--- src/rtl/piano_pkg.sv ---
// Shared constants for the piano voice: note pitches, mode/octave codes, FSM states.
// Latency: none (package only).
// Backpressure: none (package only).
package piano_pkg;

  // Scale-degree frequencies in Hz for C D E F G A B of the base octave.
  localparam int F_C = 262;
  localparam int F_D = 294;
  localparam int F_E = 330;
  localparam int F_F = 349;
  localparam int F_G = 392;
  localparam int F_A = 440;
  localparam int F_B = 494;

  localparam logic [1:0] MODE_OFF     = 2'd0;
  localparam logic [1:0] MODE_LIVE    = 2'd1;
  localparam logic [1:0] MODE_SUSTAIN = 2'd2;

  localparam logic [1:0] OCT_BASE = 2'd0;
  localparam logic [1:0] OCT_UP   = 2'd1;
  localparam logic [1:0] OCT_DOWN = 2'd2;

  typedef enum logic [1:0] {
    ST_IDLE    = 2'd0,
    ST_PLAY    = 2'd1,
    ST_SUSTAIN = 2'd2
  } state_t;

  function automatic int note_freq(input int degree);
    case (degree)
      0:       return F_C;
      1:       return F_D;
      2:       return F_E;
      3:       return F_F;
      4:       return F_G;
      5:       return F_A;
      default: return F_B;
    endcase
  endfunction

  // Half-period in clock cycles for a key index and an octave code.
  // Each group of 7 keys sits one octave higher, i.e. half the period.
  function automatic int half_period(input int clk_hz, input int key, input logic [1:0] oct);
    int hp;
    hp = (clk_hz / (2 * note_freq(key % 7))) >> (key / 7);
    case (oct)
      OCT_UP:   hp = hp >> 1;
      OCT_DOWN: hp = hp << 1;
      default:  hp = hp;
    endcase
    return hp;
  endfunction

endpackage

--- src/rtl/key_debounce.sv ---
// Single-key synchroniser + debounce: clk, rst, raw (async switch) in; db (debounced level) out.
// Latency: a stable change on raw reaches db after DEBOUNCE_CYCLES+2 cycles.
// Backpressure: none; free-running per-key filter.
module key_debounce #(
  parameter int DEBOUNCE_CYCLES = 1_000_000
) (
  input  logic clk,
  input  logic rst,
  input  logic raw,
  output logic db
);

  localparam int CW = $clog2(DEBOUNCE_CYCLES + 1);

  logic          sync1;
  logic          sync2;
  logic [CW-1:0] cnt;

  always_ff @(posedge clk or posedge rst) begin
    if (rst) begin
      sync1 <= 1'b0;
      sync2 <= 1'b0;
      db    <= 1'b0;
      cnt   <= '0;
    end else begin
      sync1 <= raw;
      sync2 <= sync1;
      if (sync2 == db) begin
        cnt <= '0;
      end else if (cnt == CW'(DEBOUNCE_CYCLES - 1)) begin
        // This is the DEBOUNCE_CYCLES-th consecutive differing cycle: accept it.
        db  <= sync2;
        cnt <= '0;
      end else begin
        cnt <= cnt + 1'b1;
      end
    end
  end

endmodule

--- src/rtl/piano_voice.sv ---
// Single-voice tone engine: debounced keys -> lowest pressed key -> square wave on speaker.
// Ports: clk, rst, keys, mode, oct_sel in; speaker, note_valid, note_idx, led out.
// Latency: key press to note_valid is DEBOUNCE_CYCLES+3 cycles. Backpressure: none.
module piano_voice
  import piano_pkg::*;
#(
  parameter int NUM_KEYS        = 7,
  parameter int CLK_HZ          = 100_000_000,
  parameter int DEBOUNCE_CYCLES = 1_000_000,
  parameter int SUSTAIN_CYCLES  = 25_000_000,
  localparam int IW = (NUM_KEYS > 1) ? $clog2(NUM_KEYS) : 1
) (
  input  logic                clk,
  input  logic                rst,
  input  logic [NUM_KEYS-1:0] keys,
  input  logic [1:0]          mode,
  input  logic [1:0]          oct_sel,
  output logic                speaker,
  output logic                note_valid,
  output logic [IW-1:0]       note_idx,
  output logic [NUM_KEYS-1:0] led
);

  // Key 0 shifted down an octave has the longest half-period of all keys.
  localparam int TW  = $clog2(half_period(CLK_HZ, 0, OCT_DOWN) + 1);
  localparam int SCW = $clog2(SUSTAIN_CYCLES + 1);

  logic [NUM_KEYS-1:0] db;
  logic                pick_valid;
  logic [IW-1:0]       pick_idx;
  state_t              state;
  state_t              state_n;
  logic [IW-1:0]       note;
  logic [IW-1:0]       note_n;
  logic [1:0]          oct_q;
  logic [1:0]          oct_n;
  logic [TW-1:0]       tcnt;
  logic [SCW-1:0]      scnt;
  int                  hp_n;
  logic                tone_restart;

  for (genvar g = 0; g < NUM_KEYS; g++) begin : g_key
    key_debounce #(
      .DEBOUNCE_CYCLES(DEBOUNCE_CYCLES)
    ) u_db (
      .clk (clk),
      .rst (rst),
      .raw (keys[g]),
      .db  (db[g])
    );
  end

  // Lowest-index pressed key; scanning downwards lets the lowest hit win.
  always_comb begin
    pick_valid = 1'b0;
    pick_idx   = '0;
    for (int i = NUM_KEYS - 1; i >= 0; i--) begin
      if (db[i]) begin
        pick_valid = 1'b1;
        pick_idx   = IW'(i);
      end
    end
  end

  assign oct_n = (oct_sel == OCT_UP || oct_sel == OCT_DOWN) ? oct_sel : OCT_BASE;

  // The FSM consumes the combinational pick and registers it as the sounding
  // note in the same edge, so selection and state change land together.
  always_comb begin
    state_n = state;
    note_n  = note;
    if (mode != MODE_LIVE && mode != MODE_SUSTAIN) begin
      state_n = ST_IDLE;
    end else begin
      case (state)
        ST_IDLE:    if (pick_valid) state_n = ST_PLAY;
        ST_PLAY:    if (!pick_valid) state_n = (mode == MODE_SUSTAIN) ? ST_SUSTAIN : ST_IDLE;
        ST_SUSTAIN: begin
          if (pick_valid)        state_n = ST_PLAY;
          else if (scnt == '0)   state_n = ST_IDLE;
        end
        default:    state_n = ST_IDLE;
      endcase
    end
    // SUSTAIN keeps the last note; only PLAY follows the live selection.
    if (state_n == ST_PLAY) note_n = pick_idx;
  end

  always_comb begin
    hp_n         = half_period(CLK_HZ, int'(note_n), oct_n);
    tone_restart = (state_n == ST_PLAY && state != ST_PLAY) ||
                   (state_n != ST_IDLE && (note_n != note || oct_n != oct_q));
  end

  always_ff @(posedge clk or posedge rst) begin
    if (rst) begin
      state   <= ST_IDLE;
      note    <= '0;
      oct_q   <= OCT_BASE;
      scnt    <= '0;
      tcnt    <= '0;
      speaker <= 1'b0;
    end else begin
      state <= state_n;
      note  <= note_n;
      oct_q <= oct_n;

      if (state_n == ST_SUSTAIN && state != ST_SUSTAIN) scnt <= SCW'(SUSTAIN_CYCLES - 1);
      else if (state_n == ST_SUSTAIN)                   scnt <= scnt - 1'b1;
      else                                              scnt <= '0;

      if (state_n == ST_IDLE || tone_restart) begin
        tcnt    <= '0;
        speaker <= 1'b0;
      end else if (tcnt == TW'(hp_n - 1)) begin
        tcnt    <= '0;
        speaker <= ~speaker;
      end else begin
        tcnt <= tcnt + 1'b1;
      end
    end
  end

  always_comb begin
    note_valid = (state != ST_IDLE);
    note_idx   = note_valid ? note : '0;
    led        = '0;
    for (int i = 0; i < NUM_KEYS; i++) begin
      led[i] = note_valid && (note == IW'(i));
    end
  end

endmodule
--- config.mk ---
export PLATFORM = sky130hd
export DESIGN_NAME = piano_voice
export DESIGN_NICKNAME = d
export VERILOG_FILES = /design/src/rtl/piano_pkg.sv /design/src/rtl/key_debounce.sv /design/src/rtl/piano_voice.sv
export SDC_FILE = /design/constraint.sdc
export NUM_CORES = 1
export LEC_CHECK = 0
export ABC_CLOCK_PERIOD_IN_PS = 102900
export BUFFER_PORTS_ARGS = -buffer_cell sky130_fd_sc_hd__buf_2
export CAP_MARGIN = 0
export CELL_PAD_IN_SITES_DETAIL_PLACEMENT = 0
export CELL_PAD_IN_SITES_GLOBAL_PLACEMENT = 2
export CORE_UTILIZATION = 43
export CTS_CLUSTER_DIAMETER = 80
export DETAILED_ROUTE_END_ITERATION = 10
export PLACE_DENSITY = 0.87
export SETUP_SLACK_MARGIN = 0.4
export SKIP_LAST_GASP = 1
export SLEW_MARGIN = 20
export SYNTH_ARGS = -nofsm -noshare
export SYNTH_HDL_FRONTEND = slang
export SYNTH_SLANG_ARGS = --single-unit
--- constraint.sdc ---
create_clock -name clk -period 102.9 [get_ports clk]
set_input_delay 30.87 -clock clk [delete_from_list [all_inputs] [get_ports clk]]
set_output_delay 30.87 -clock clk [all_outputs]
set_load 0.01 [all_outputs]
==> impl_metrics.toml <==
[yosys]
synth_cells = 3140
synth_cell_types = 127
yosys_warnings = 0
synth_nets = 3257
ys_ff_latch = 213
synth-async-reset-ratio_pct = 100
yosysSeqAreaShare_pct = 22.1
synth_edf_count = 0
synth_ff_type = "dfrtp_1"
syn_avg_cell_area_um2 = 7.68
netlist_area_um2 = 24100

[global_route]
grtUsageMet2_pct = 45.2
grt_pass1_vias = 23078
grt_usage_pct = 28.5
grt_pass1_wl_um = 131000
use_met1_pct = 40.4
use_met3_pct = 2.79
grt-ovfl-total = 0
top_usage_layer = "met2"
grt_max_degree = 140
grt_antenna_before_repair = 0

[setup_path]
crit_start = "mode[0]"
arrival_ps = 72090
rr_endpoint = "tcnt[1]$_DFF_PP0_"
r2r_start = "g_key[3].u_db.db$_DFFE_PP0P_"
worstSetupEndpointType = "flip-flop"
crit_type = "in -> reg"
start_kind = "input port"
critPathCapture = "tcnt[1]$_DFF_PP0_"
max_stage_delay_ps = 1030
r2r_cells = 168
path_max_fanout = 23
r2r_slack_ps = 61220
required_ps = 103330
slowest_stage = "a2111oi_4"
crit_path_frequent_cell = "ha_1"

[power_and_ir_drop]
power_leakage_nw = 10.9
p_total_mw = 0.186
power_density_nw_per_um2 = 7.21
ir_drop_uv = 11.0

[finish]
layout-drive-gt1-share_pct = 8.01
nets = 3208
design_area_um2 = 25800
fin_cells = 3858
syn2layout_area_growth_pct = 6.91

[place]
port_buffers = 24
dp_hpwl_um = 62200
dpl_cell_area_um2 = 24900
dp_slack_ps = 31640
dpl.cell_count = 3812
gp_congestion = 0.967

[sta]
tightest_slew_ps = 1120
fin_skew_ps = 6.81
finalMaxSlewViolations = 0
min_period_ps = 71670
finalWorstSetupSlack_ps = 31230
finalHoldViolations = 0
slew_headroom_pct = 25.2
setup_tns_ps = 0
min_period_over_period_pct = 69.6
rsz0062_at_grt = "false"
max_freq_mhz = 14.0
setup_viol = 0

[clocking]
cts.sinks = 213
post_cts.repair.setup_buffers = 0
hold_buffers = 0
clk_pin_slew_ps = 60
clock_path_buffers = 3
cts_resized = 0
cts_tree = "done"
clk_latency_ps = 540
ctsRootBufferMaster = "clkbuf_16"
h-tree-depth = 1
numCtsBuffers = 25

[route]
wirelength_um = 82200
via_count = 24528
drc_errors = 0
routed_via_density = 6.36
ant_nets = 0
drt-initial-drc-count = 2050
first_pass_iters = 6
avgRoutedWirePerCell_um = 21.3

[job]
drv_cap = 0

[die]
die_y_um = 239
rows = 86
io_pins = 25
die_area_um2 = 57000
initial_core_util_pct = 43.7
die_w_um = 239
core_um2 = 55200

[outcome]
outcome = "finished, final reports clean"

[min_path]
hold_path.class = "reg -> reg"
==> cell usage in the layout, fill, tap and decap left out, drive strengths merged, types with 30 or more instances in the layout <==
master	netlist	layout
a211oi	40	40
a21o	71	71
a21oi	237	237
a31oi	40	40
and2	43	43
and3	48	48
buf	43	64
clkbuf	97	39
dfrtp	213	213
ha	101	101
inv	87	88
mux2i	37	37
nand2	273	273
nand2b	32	32
nand3	122	122
nand4	60	60
nor2	368	368
nor3	82	82
nor4	48	48
o211ai	30	30
o21ai	180	180
or3	48	48
xnor2	166	166
xor2	139	139
==> cell families after synthesis <==
group                    synth area share [%]
AO/OA/AOI/OAI                            28.2
XOR/XNOR                                 11.2
adder cells (fa/ha/maj)                  5.49
buffers and inverters                    3.83
flip-flops                               22.1
multiplexers                             2.90
AND/OR/NAND/NOR                          26.2
==> worst min path at each step <==
stage,from,endpoint,depth (start not counted)
after detailed placement,g_key[0].u_db.sync1$_DFF_PP0_,g_key[0].u_db.sync2$_DFF_PP0_,0
after CTS,g_key[0].u_db.sync1$_DFF_PP0_,g_key[0].u_db.sync2$_DFF_PP0_,0
after floorplan,g_key[0].u_db.sync1$_DFF_PP0_,g_key[0].u_db.sync2$_DFF_PP0_,0
after global placement,g_key[5].u_db.sync1$_DFF_PP0_,g_key[5].u_db.sync2$_DFF_PP0_,0
after global routing,g_key[5].u_db.sync1$_DFF_PP0_,g_key[5].u_db.sync2$_DFF_PP0_,0
final,g_key[0].u_db.sync1$_DFF_PP0_,g_key[0].u_db.sync2$_DFF_PP0_,0
==> flip-flops by register name, indices dropped and copies added, names as in the netlist <==
name / flops
g_key.u_db.sync2: 7
oct_q: 2
state: 2
g_key.u_db.cnt: 140
g_key.u_db.db: 7
tcnt: 19
speaker: 1
note: 3
scnt: 25
g_key.u_db.sync1: 7
==> per-stage QoR <==
step	hold WS (ps)	util (%)
after CTS	348	46.7
after detailed placement	335	45.1
final	347	46.7
after global routing	357	46.7
after floorplan	331	-
after global placement	333	45.1
==> metal layers <==
layer / part of all wire, % / routed length [µm] / vias to the layer above
li1: - / - / 11604
met1: 46 / 38100 / 11854
met2: 44 / 36400 / 911
met3: 6.1 / 5010 / 159
met4: 3.3 / 2720 / 0
met5: 0 / 0 / -
==> layout make-up <==
class,count,area [µm²]
repair buffers,64,420
clock inverters,6,98.8
clock buffers,39,758
flip-flops and latches,213,5330
fillers,5529,29400
well taps,748,936
multi-input cells,2695,17900
diodes,1,2.50
inverters,92,355
==> power breakdown <==
group          leakage [nW]  internal [mW]  switching (mW)
Combinational          7.56        0.00315         0.00673
Clock                 0.423         0.0557          0.0346
Sequential             2.92         0.0848        0.000857
==> synthesized netlist by cell type, drive strengths merged (82+ instances only) <==
master | count | area (µm²)
nor2 | 368 | 1380
inv | 87 | 329
clkbuf | 97 | 364
o21ai | 180 | 901
nand2 | 273 | 1020
nand3 | 122 | 616
ha | 101 | 1260
dfrtp | 213 | 5330
nor3 | 82 | 440
a21oi | 237 | 1220
xnor2 | 166 | 1450
xor2 | 139 | 1220
==> worst max-delay path: cells and delay by family <==
| kind | cells | cell delay, ps |
|---|---|---|
| adder cells (fa/ha/maj) | 19 | 6300 |
| AND/OR/NAND/NOR | 60 | 13370 |
| AO/OA/AOI/OAI | 74 | 17430 |
| buffers and inverters | 9 | 1650 |
| multiplexers | 6 | 2020 |
| XOR/XNOR | 3 | 390 |
(Power assumes the default switching activity.)
